$ cat src/rtl/div_sequencer_pkg.sv
// Shared encodings for the iterative divide unit: operation codes, FSM states, default width.
package div_sequencer_pkg;

  localparam int XLEN_DEFAULT = 64;

  typedef logic [1:0] op_t;
  localparam op_t OP_DIV  = 2'b00;
  localparam op_t OP_DIVU = 2'b01;
  localparam op_t OP_REM  = 2'b10;
  localparam op_t OP_REMU = 2'b11;

  typedef logic [2:0] state_t;
  localparam state_t S_IDLE  = 3'd0;
  localparam state_t S_ABS_A = 3'd1;
  localparam state_t S_ABS_B = 3'd2;
  localparam state_t S_DIV   = 3'd3;
  localparam state_t S_NEG_Q = 3'd4;
  localparam state_t S_NEG_R = 3'd5;
  localparam state_t S_DONE  = 3'd6;

endpackage

$ cat src/rtl/div_sequencer_cla_adder.sv
// Carry-lookahead adder/subtractor: sum = a + (sub ? ~b : b) + sub, built from 4-bit lookahead groups.
module cla_adder #(
  parameter int InputSize = 64
) (
  input  logic [InputSize-1:0] a,
  input  logic [InputSize-1:0] b,
  input  logic                 sub,
  output logic [InputSize-1:0] sum,
  output logic                 c_o
);

  logic [InputSize-1:0] bx, g, p;
  logic [3:0] gg, pp, cc;
  logic       carry;

  assign bx = b ^ {InputSize{sub}};
  assign g  = a & bx;
  assign p  = a ^ bx;

  // Carries inside each group come straight from the group carry-in; only group carries chain.
  always_comb begin
    sum   = '0;
    gg    = '0;
    pp    = '0;
    cc    = '0;
    carry = sub;
    for (int blk = 0; blk < InputSize / 4; blk++) begin
      gg    = g[blk*4 +: 4];
      pp    = p[blk*4 +: 4];
      cc[0] = carry;
      cc[1] = gg[0] | (pp[0] & carry);
      cc[2] = gg[1] | (pp[1] & gg[0]) | (pp[1] & pp[0] & carry);
      cc[3] = gg[2] | (pp[2] & gg[1]) | (pp[2] & pp[1] & gg[0]) | (pp[2] & pp[1] & pp[0] & carry);
      sum[blk*4 +: 4] = pp ^ cc;
      carry = gg[3] | (pp[3] & gg[2]) | (pp[3] & pp[2] & gg[1]) |
              (pp[3] & pp[2] & pp[1] & gg[0]) | (&pp & carry);
    end
    c_o = carry;
  end

endmodule

$ cat src/rtl/div_sequencer.sv
// Iterative RV64M DIV/DIVU/REM/REMU: restoring division, one quotient bit per cycle,
// with operand/result negation done on the same shared subtracting adder.
module div_sequencer
  import div_sequencer_pkg::*;
#(
  parameter int XLEN = XLEN_DEFAULT
) (
  input  logic            clk,
  input  logic            reset,
  input  logic            start,
  input  logic [1:0]      op,
  input  logic [XLEN-1:0] dividend,
  input  logic [XLEN-1:0] divisor,
  input  logic            kill,
  output logic            busy,
  output logic            done,
  output logic [XLEN-1:0] result
);

  localparam int CW = $clog2(XLEN);

  state_t          state;
  logic [1:0]      op_r;
  logic [XLEN-1:0] q, rem, dvsr, result_reg, final_val;
  logic [CW-1:0]   count;
  logic            sign_q, sign_r;

  logic [XLEN-1:0] add_a, add_b, add_sum;
  logic            add_co;
  logic            sh;
  logic [XLEN-1:0] rem_sh;
  logic            div_zero, overflow, take;

  assign {sh, rem_sh} = {rem, q[XLEN-1]};
  assign take         = sh | add_co;

  assign div_zero = (divisor == '0);
  assign overflow = ~op[0] && (dividend == {1'b1, {(XLEN-1){1'b0}}}) && (divisor == '1);

  cla_adder #(.InputSize(XLEN)) u_adder (
    .a  (add_a),
    .b  (add_b),
    .sub(1'b1),
    .sum(add_sum),
    .c_o(add_co)
  );

  // Every state but DIV uses the adder as a negator (0 - x).
  always_comb begin
    add_a = '0;
    add_b = '0;
    case (state)
      S_ABS_A: add_b = q;
      S_ABS_B: add_b = dvsr;
      S_DIV: begin
        add_a = rem_sh;
        add_b = dvsr;
      end
      S_NEG_Q: add_b = q;
      S_NEG_R: add_b = rem;
      default: ;
    endcase
  end

  assign busy      = (state != S_IDLE);
  assign done      = (state == S_DONE) && !kill;
  assign final_val = op_r[1] ? rem : q;
  assign result    = done ? final_val : result_reg;

  always_ff @(posedge clk or posedge reset) begin
    if (reset) begin
      state      <= S_IDLE;
      op_r       <= '0;
      q          <= '0;
      rem        <= '0;
      dvsr       <= '0;
      result_reg <= '0;
      count      <= '0;
      sign_q     <= 1'b0;
      sign_r     <= 1'b0;
    end else if (kill && state != S_IDLE) begin
      state <= S_IDLE;
    end else begin
      case (state)
        S_IDLE: begin
          if (start && !kill) begin
            op_r   <= op;
            dvsr   <= divisor;
            sign_q <= 1'b0;
            sign_r <= 1'b0;
            count  <= CW'(XLEN - 1);
            if (div_zero) begin
              q     <= '1;
              rem   <= dividend;
              state <= S_DONE;
            end else if (overflow) begin
              q     <= dividend;
              rem   <= '0;
              state <= S_DONE;
            end else begin
              q     <= dividend;
              rem   <= '0;
              state <= op[0] ? S_DIV : S_ABS_A;
            end
          end
        end
        S_ABS_A: begin
          sign_r <= q[XLEN-1];
          if (q[XLEN-1]) q <= add_sum;
          state <= S_ABS_B;
        end
        S_ABS_B: begin
          sign_q <= sign_r ^ dvsr[XLEN-1];
          if (dvsr[XLEN-1]) dvsr <= add_sum;
          count <= CW'(XLEN - 1);
          state <= S_DIV;
        end
        S_DIV: begin
          q   <= {q[XLEN-2:0], take};
          rem <= take ? add_sum : rem_sh;
          if (count == '0) state <= op_r[0] ? S_DONE : S_NEG_Q;
          else             count <= count - 1'b1;
        end
        S_NEG_Q: begin
          if (sign_q) q <= add_sum;
          state <= S_NEG_R;
        end
        S_NEG_R: begin
          if (sign_r) rem <= add_sum;
          state <= S_DONE;
        end
        S_DONE: begin
          result_reg <= final_val;
          state      <= S_IDLE;
        end
        default: state <= S_IDLE;
      endcase
    end
  end

endmodule

$ cat config.mk
export PLATFORM = sky130hd
export DESIGN_NAME = div_sequencer
export DESIGN_NICKNAME = d
export VERILOG_FILES = /design/src/rtl/div_sequencer_pkg.sv /design/src/rtl/div_sequencer_cla_adder.sv /design/src/rtl/div_sequencer.sv
export SDC_FILE = /design/constraint.sdc
export NUM_CORES = 1
export LEC_CHECK = 0
export CORE_ASPECT_RATIO = 0.5
export CORE_UTILIZATION = 60
export DETAILED_ROUTE_END_ITERATION = 10
export PLACE_DENSITY = 0.82
export SYNTH_ARGS = -nofsm -noshare
export SYNTH_HDL_FRONTEND = slang
export SYNTH_HIERARCHICAL = 1
export SYNTH_SLANG_ARGS = --single-unit
export TNS_END_PERCENT = 1
$ cat constraint.sdc
create_clock -name clk -period 21.3 [get_ports clk]
set_clock_uncertainty 0.15 [all_clocks]
set_input_delay 4.26 -clock clk [delete_from_list [all_inputs] [get_ports clk]]
set_output_delay 4.26 -clock clk [all_outputs]
set_load 0.02 [all_outputs]
==> results of run 1 <==
-- logic make-up (layout without fill, tap and decap cells) --
group / after synthesis / count (layout) / share of synthesized area, %
muxes: 121 / 121 / 6.42
xor gates and xnor gates: 112 / 112 / 4.92
buffers and inverters: 282 / 344 / 5.82
and+or+nand+nor: 844 / 844 / 19.7
adders and majority gates: 81 / 81 / 5.65
AOI/OAI and AO/OA: 719 / 719 / 23.7
DFF: 269 / 269 / 33.8
other: 1 / 6 / 0.0188
-- routing by layer --
metal	up-vias	track usage, %
li1	9033	-
met1	9706	52.2
met2	1401	61.2
met3	285	9.99
met4	0	20.0
met5	-	0
-- report_power, final --
part           leakage, uW  switching, uW  total [uW]  internal, uW
Sequential         0.00315            168         837           669
Clock             0.000454            222         514           292
Combinational      0.00581            565         943           378
Total              0.00941            955        2290          1340
-- area by class of cell --
class | instances | area share, %
clock buffer | 38 | 3.45
antenna | 5 | 0.0548
multi-input combinational | 1878 | 53.2
tap | 432 | 2.37
clock inverter | 10 | 0.559
sequential | 269 | 29.5
timing repair buffer | 228 | 9.67
inverter | 68 | 1.15
-- metrics by stage --
stage / utilization (%) / instance area, um^2 / hold WS [ns] / total power (uW) / std cells
floorplan: - / 19900 / 0.299 / 1460 / 2429
global placement: 68.1 / 21900 / 0.316 / 1720 / 2875
detailed placement: 68.1 / 21900 / 0.319 / 1750 / 2875
CTS: 70.9 / 22800 / 0.336 / 2260 / 2923
global route: 71.0 / 22800 / 0.388 / 2420 / 2924
finish: 71.0 / 22800 / 0.336 / 2290 / 2928
-- layout by cell type (no fill, tap or decap), types with 6 or more instances in the layout --
cell type and n:
nor2_1 231, fa_1 15, o21bai_1 6, ha_1 66, clkbuf_16 27, clkbuf_8 7
mux2i_1 66, a21oi_1 171, a22oi_1 128, nor4_1 32, a21o_1 18, nand4_1 24
nand2_1 223, mux2_2 55, nor3_1 80, nor2b_1 6, and2_1 7, o21ai_0 83
o21a_1 9, xor2_1 76, clkdlybuf4s50_1 199, inv_1 67, a31oi_1 135, nand3_1 139
o31ai_1 64, and3_1 66, dfrtp_1 264, a221oi_1 64, buf_4 29, clkinv_2 6
xnor2_1 36
-- worst register-to-register path, cell delays in order, from the launching register on --
cell and delay, ns:
dfrtp_4 0.85, buf_4 0.58, nor2b_4 0.43, buf_4 0.67, a22oi_1 0.22, o21ai_0 0.39
xor2_1 0.14, ha_1 0.37, a211oi_1 0.11, o21ai_1 0.28, nand3_1 0.21, a211oi_2 0.67
o211ai_2 0.19, a21oi_1 0.18, or4_4 0.16, a21oi_4 0.06, o21bai_1 0.18, or2_2 0.20
a21oi_1 0.11, nor2b_4 0.53, buf_4 0.68, a22oi_1 0.29, a31oi_1 0.22
-- path summary, 6_finish.rpt --
check,start,end
hold / removal,sign_q,sign_q
max in group asynchronous,reset,rem[49]
setup / recovery,kill,result[25]
setup reg to reg,state[0],rem[52]
hold reg to reg,sign_q,sign_q
min in group asynchronous,reset,result_reg[14]
==> flow_summary.ini, run 1 <==
[outcome]
outcome = completed

[run]
maxCapViolCount = 0

[worst_hold_path]
hp-class = reg2reg
holdPathStages = 2

[worst_setup_path]
required_ns = 16.89
reg2reg_slack_ns = 13.37
worstPathCellList = clkdlybuf4s50_1, nor3_2, buf_4, nor2_1, a21oi_1, clkdlybuf4s50_1
critPathKind = in2out
cp_num_buf_inv = 3
critPathTopFamily = buffers and inverters
reg2regPathDepth = 22
cpPeakStageDelay_ns = 0.73
crit_cells = 6
cp_common_cell = clkdlybuf4s50_1
cp_max_fo = 103
end_kind = output port
startpoint_type = primary input
cp_data_arrival_time_ns = 7.03
cpMaxStageDelayCell = buf_4

[sta]
timing.final.hold_violations = 0
slew_violations = 0
rsz0062_at_grt = no
max_freq_mhz = 87.4
setup-violations-final = 0
finalSetupTns_ns = 0
finalWorstSetupSlack_ns = 9.86
finalCriticalPeriod_ns = 11.44
timing.slew.headroom_pct = 19.8
tightest_slew_ns = 1.19
finalCritPeriodShare_pct = 53.7

[route]
vias = 20425
route.met2.wl_mm = 30.0
routed-wl-met3_mm = 8.42
drt-pass1-iter-count = 7
wl_per_cell_um = 23.3
routed_wl_mm = 68.2
ant_nets = 0
via_per_inst = 6.98
highest_layer = met4
drt-met1-wl_mm = 26.4
drt_iter0_markers = 2903
drc = 0

[cells_and_area]
finalNetCount = 2686
regArea_um2 = 6740
drive_gt1_share_pct = 6.50
syn_to_final_growth_pct = 14.6
multiInputGateArea_um2 = 12200
fill_cells = 2534

[logic_synthesis]
ys.flop_type = dfrtp_1
syn_avg_cell_area_um2 = 8.21
synth_area_leaders = dfrtp_1, a22oi_1, nor2_1
synth.most_common_cell = dfrtp_1
ys_async_sr_fraction_pct = 100
synth_top_area_cell = dfrtp_1
synth-edff-count = 0
synth_warnings = 6
synth_cells = 2429
yosysUniqueCellTypes = 70
netlist_area_um2 = 19900
yosysSeqAreaShare_pct = 33.8
synth_commonest_cells = dfrtp_1, nor2_1, nand2_1
yosys_register_bits = 269
syn_nets = 2644
synth_top_area_share_pct = 33.8

[floorplan]
core_area_um2 = 32200
dieArea_um2 = 34000
die_h_um = 131
start_util_pct = 62.0
fp.dieW_um = 260
placementRows = 46
ios = 200

[global_route]
grt_max_degree = 111
antenna_found_initial = 2
grt_use_total_pct = 39.7
grt-ovfl-total = 0
grt_pass1_wl_mm = 106
grt_pass1_vias = 19338

[clocking]
cts_buffers = 26
postCtsSetupRepairBufs = 0
tritoncts = yes
cts_sinks = 269
h-tree-depth = 1
cts_root_buffer = clkbuf_16
cts_resized = 0
hold_buffers = 0
clk_path_buf_depth = 3
cts.clk_slew.worst_paths_ns = 0.08
clock_latency_ns = 0.58

[power]
p_leak_uw = 0.00941
ir_drop_uv = 58.2
p_per_area_nw_per_um2 = 100

[place]
place_congestion = 0.984
portBuffers = 199
dpl.hpwl_mm = 43.7
dp_slack_ns = 9.89
No activity file was read; power rests on OpenSTA's default activity.
==> inputs of run 2 (changes only) <==
--- a/config.mk
+++ b/config.mk
@@ -6,9 +6,9 @@
 export NUM_CORES = 1
 export LEC_CHECK = 0
 export CORE_ASPECT_RATIO = 0.5
-export CORE_UTILIZATION = 60
+export CORE_UTILIZATION = 59
 export DETAILED_ROUTE_END_ITERATION = 10
-export PLACE_DENSITY = 0.82
+export PLACE_DENSITY = 0.81
 export SYNTH_ARGS = -nofsm -noshare
 export SYNTH_HDL_FRONTEND = slang
 export SYNTH_HIERARCHICAL = 1
==> constraint.sdc (replaced) <==
create_clock -name clk -period 11.2 [get_ports clk]
set_clock_uncertainty 0.15 [all_clocks]
set_input_delay 2.24 -clock clk [delete_from_list [all_inputs] [get_ports clk]]
set_output_delay 2.24 -clock clk [all_outputs]
set_load 0.02 [all_outputs]
==> flow_summary.ini, run 2 (synthesis results as in run 1) <==
[worst_setup_path]
cp_common_cell = buf_4
critPathTopFamily = simple AND/OR/NAND/NOR gates
cp_max_fo = 52
startpoint_type = flip-flop
cpPeakStageDelay_ns = 0.88
critPathKind = reg2reg
cpMaxStageDelayCell = nor2b_4
cp_num_buf_inv = 3
required_ns = 11.52
cp_data_arrival_time_ns = 8.00
end_kind = flip-flop
worstPathCellList = buf_4, nor2b_4, buf_4, nand2_1, nor2_1, ha_1, a211oi_1, o21ai_1, nand3_1, a211oi_2, o211ai_2, a21oi_1, or4_4, a21oi_4, o21bai_1, or2_2, nor2_4, buf_4, a22oi_1, a31oi_1

[route]
routed-wl-met3_mm = 8.41
via_per_inst = 6.93
drt-pass1-iter-count = 7
ant_nets = 0
highest_layer = met4
route.met2.wl_mm = 30.3
vias = 20299
routed_wl_mm = 67.7
wl_per_cell_um = 23.1
drc = 0
drt_iter0_markers = 2659
drt-met1-wl_mm = 26.4

[global_route]
grt-ovfl-total = 0
grt_max_degree = 122
antenna_found_initial = 4
grt_use_total_pct = 38.8
grt_pass1_wl_mm = 107
grt_pass1_vias = 19440

[run]
maxCapViolCount = 0

[clocking]
cts_buffers = 26
clk_path_buf_depth = 3
cts_sinks = 269
cts_resized = 0
tritoncts = yes
cts.clk_slew.worst_paths_ns = 0.08
postCtsSetupRepairBufs = 0
cts_root_buffer = clkbuf_16
clock_latency_ns = 0.57
h-tree-depth = 1
hold_buffers = 0

[sta]
tightest_slew_ns = 1.31
finalCritPeriodShare_pct = 68.5
rsz0062_at_grt = no
timing.final.hold_violations = 0
setup-violations-final = 0
timing.slew.headroom_pct = 11.9
finalSetupTns_ns = 0
finalWorstSetupSlack_ns = 3.52
slew_violations = 0
finalCriticalPeriod_ns = 7.68
max_freq_mhz = 130

[cells_and_area]
final_util_pct = 68.8
drive_gt1_share_pct = 6.32
mostFrequentLayoutCell = dfrtp_1
layout_common_cells = dfrtp_1, nor2_1, nand2_1, clkdlybuf4s50_1, a21oi_1
syn_to_final_growth_pct = 14.5
finalNetCount = 2682
fin_cells = 2930

[place]
dp_slack_ns = 3.68
dp.cells = 2880
portBuffers = 199
place_congestion = 0.981
dpl.hpwl_mm = 43.7

[floorplan]
ios = 200
start_util_pct = 60.1
placementRows = 47
fp.dieW_um = 262
dieArea_um2 = 34600
core_area_um2 = 33200
die_h_um = 132

[power]
p_int_uw = 2560
p_leak_uw = 0.00940
seqPwrFrac_pct = 36.6
power.switching_fraction_pct = 41.4
pwr-share-comb_pct = 40.8
ir_drop_uv = 115
p_clk_share_pct = 22.6
p_per_area_nw_per_um2 = 192
total_power_uw = 4370
switching_power_uw = 1810

[outcome]
outcome = completed

[worst_hold_path]
hp-class = reg2reg
## run 2: path summary, 6_finish.rpt
check | from | end | slack, ns | depth (start not counted)
min | sign_q | sign_q | 0.34 | 2
max | state[2] | rem[29] | 3.52 | 20
min reg2reg | sign_q | sign_q | 0.34 | 2
min in group asynchronous | reset | result_reg[16] | 2.05 | 2
max in group asynchronous | reset | result_reg[50] | 6.94 | 4
max reg2reg | state[2] | rem[29] | 3.52 | 20
## run 2: metal layers
metal,up-vias,track usage [%]
li1,9026,-
met2,1328,59.1
met5,-,0
met4,0,15.7
met1,9695,52.4
met3,250,10.6
## run 2: final cells by class
class / instances / area [um^2]
Tap cell: 441 / 552
Fill cell: 2719 / 10300
Clock buffer: 37 / 773
Multi-Input combinational cell: 1878 / 12200
Inverter: 68 / 263
Sequential cell: 269 / 6740
Clock inverter: 10 / 154
Antenna cell: 3 / 7.51
Timing Repair Buffer: 224 / 2180
## run 2: power groups by stage
stage | combinational [uW] | clock (uW) | sequential (uW)
5_1_grt | 1950 | 1030 | 1630
3_5_place_dp | 1730 | 0 | 1600
4_1_cts | 1750 | 988 | 1580
6_report | 1790 | 987 | 1600
2_1_floorplan | 1310 | 0 | 1480
3_3_place_gp | 1680 | 0 | 1590
## run 2: worst register-to-register path: stages (launching register included)
cell	delay [ns]
dfrtp_2	0.65
buf_4	0.44
nor2b_4	0.91
buf_4	0.54
nand2_1	0.22
nor2_1	0.29
ha_1	0.32
a211oi_1	0.35
o21ai_1	0.18
nand3_1	0.17
a211oi_2	0.19
o211ai_2	0.25
a21oi_1	0.10
or4_4	0.44
a21oi_4	0.17
o21bai_1	0.07
or2_2	0.34
nor2_4	0.83
buf_4	0.59
a22oi_1	0.15
a31oi_1	0.22
## run 2: stage by stage
| step | area (um^2) | hold slack, ns |
|---|---|---|
| 2_1_floorplan | 19900 | 0.299 |
| 3_3_place_gp | 21900 | 0.315 |
| 3_5_place_dp | 21900 | 0.326 |
| 4_1_cts | 22800 | 0.340 |
| 5_1_grt | 22800 | 0.379 |
| 6_report | 22800 | 0.342 |
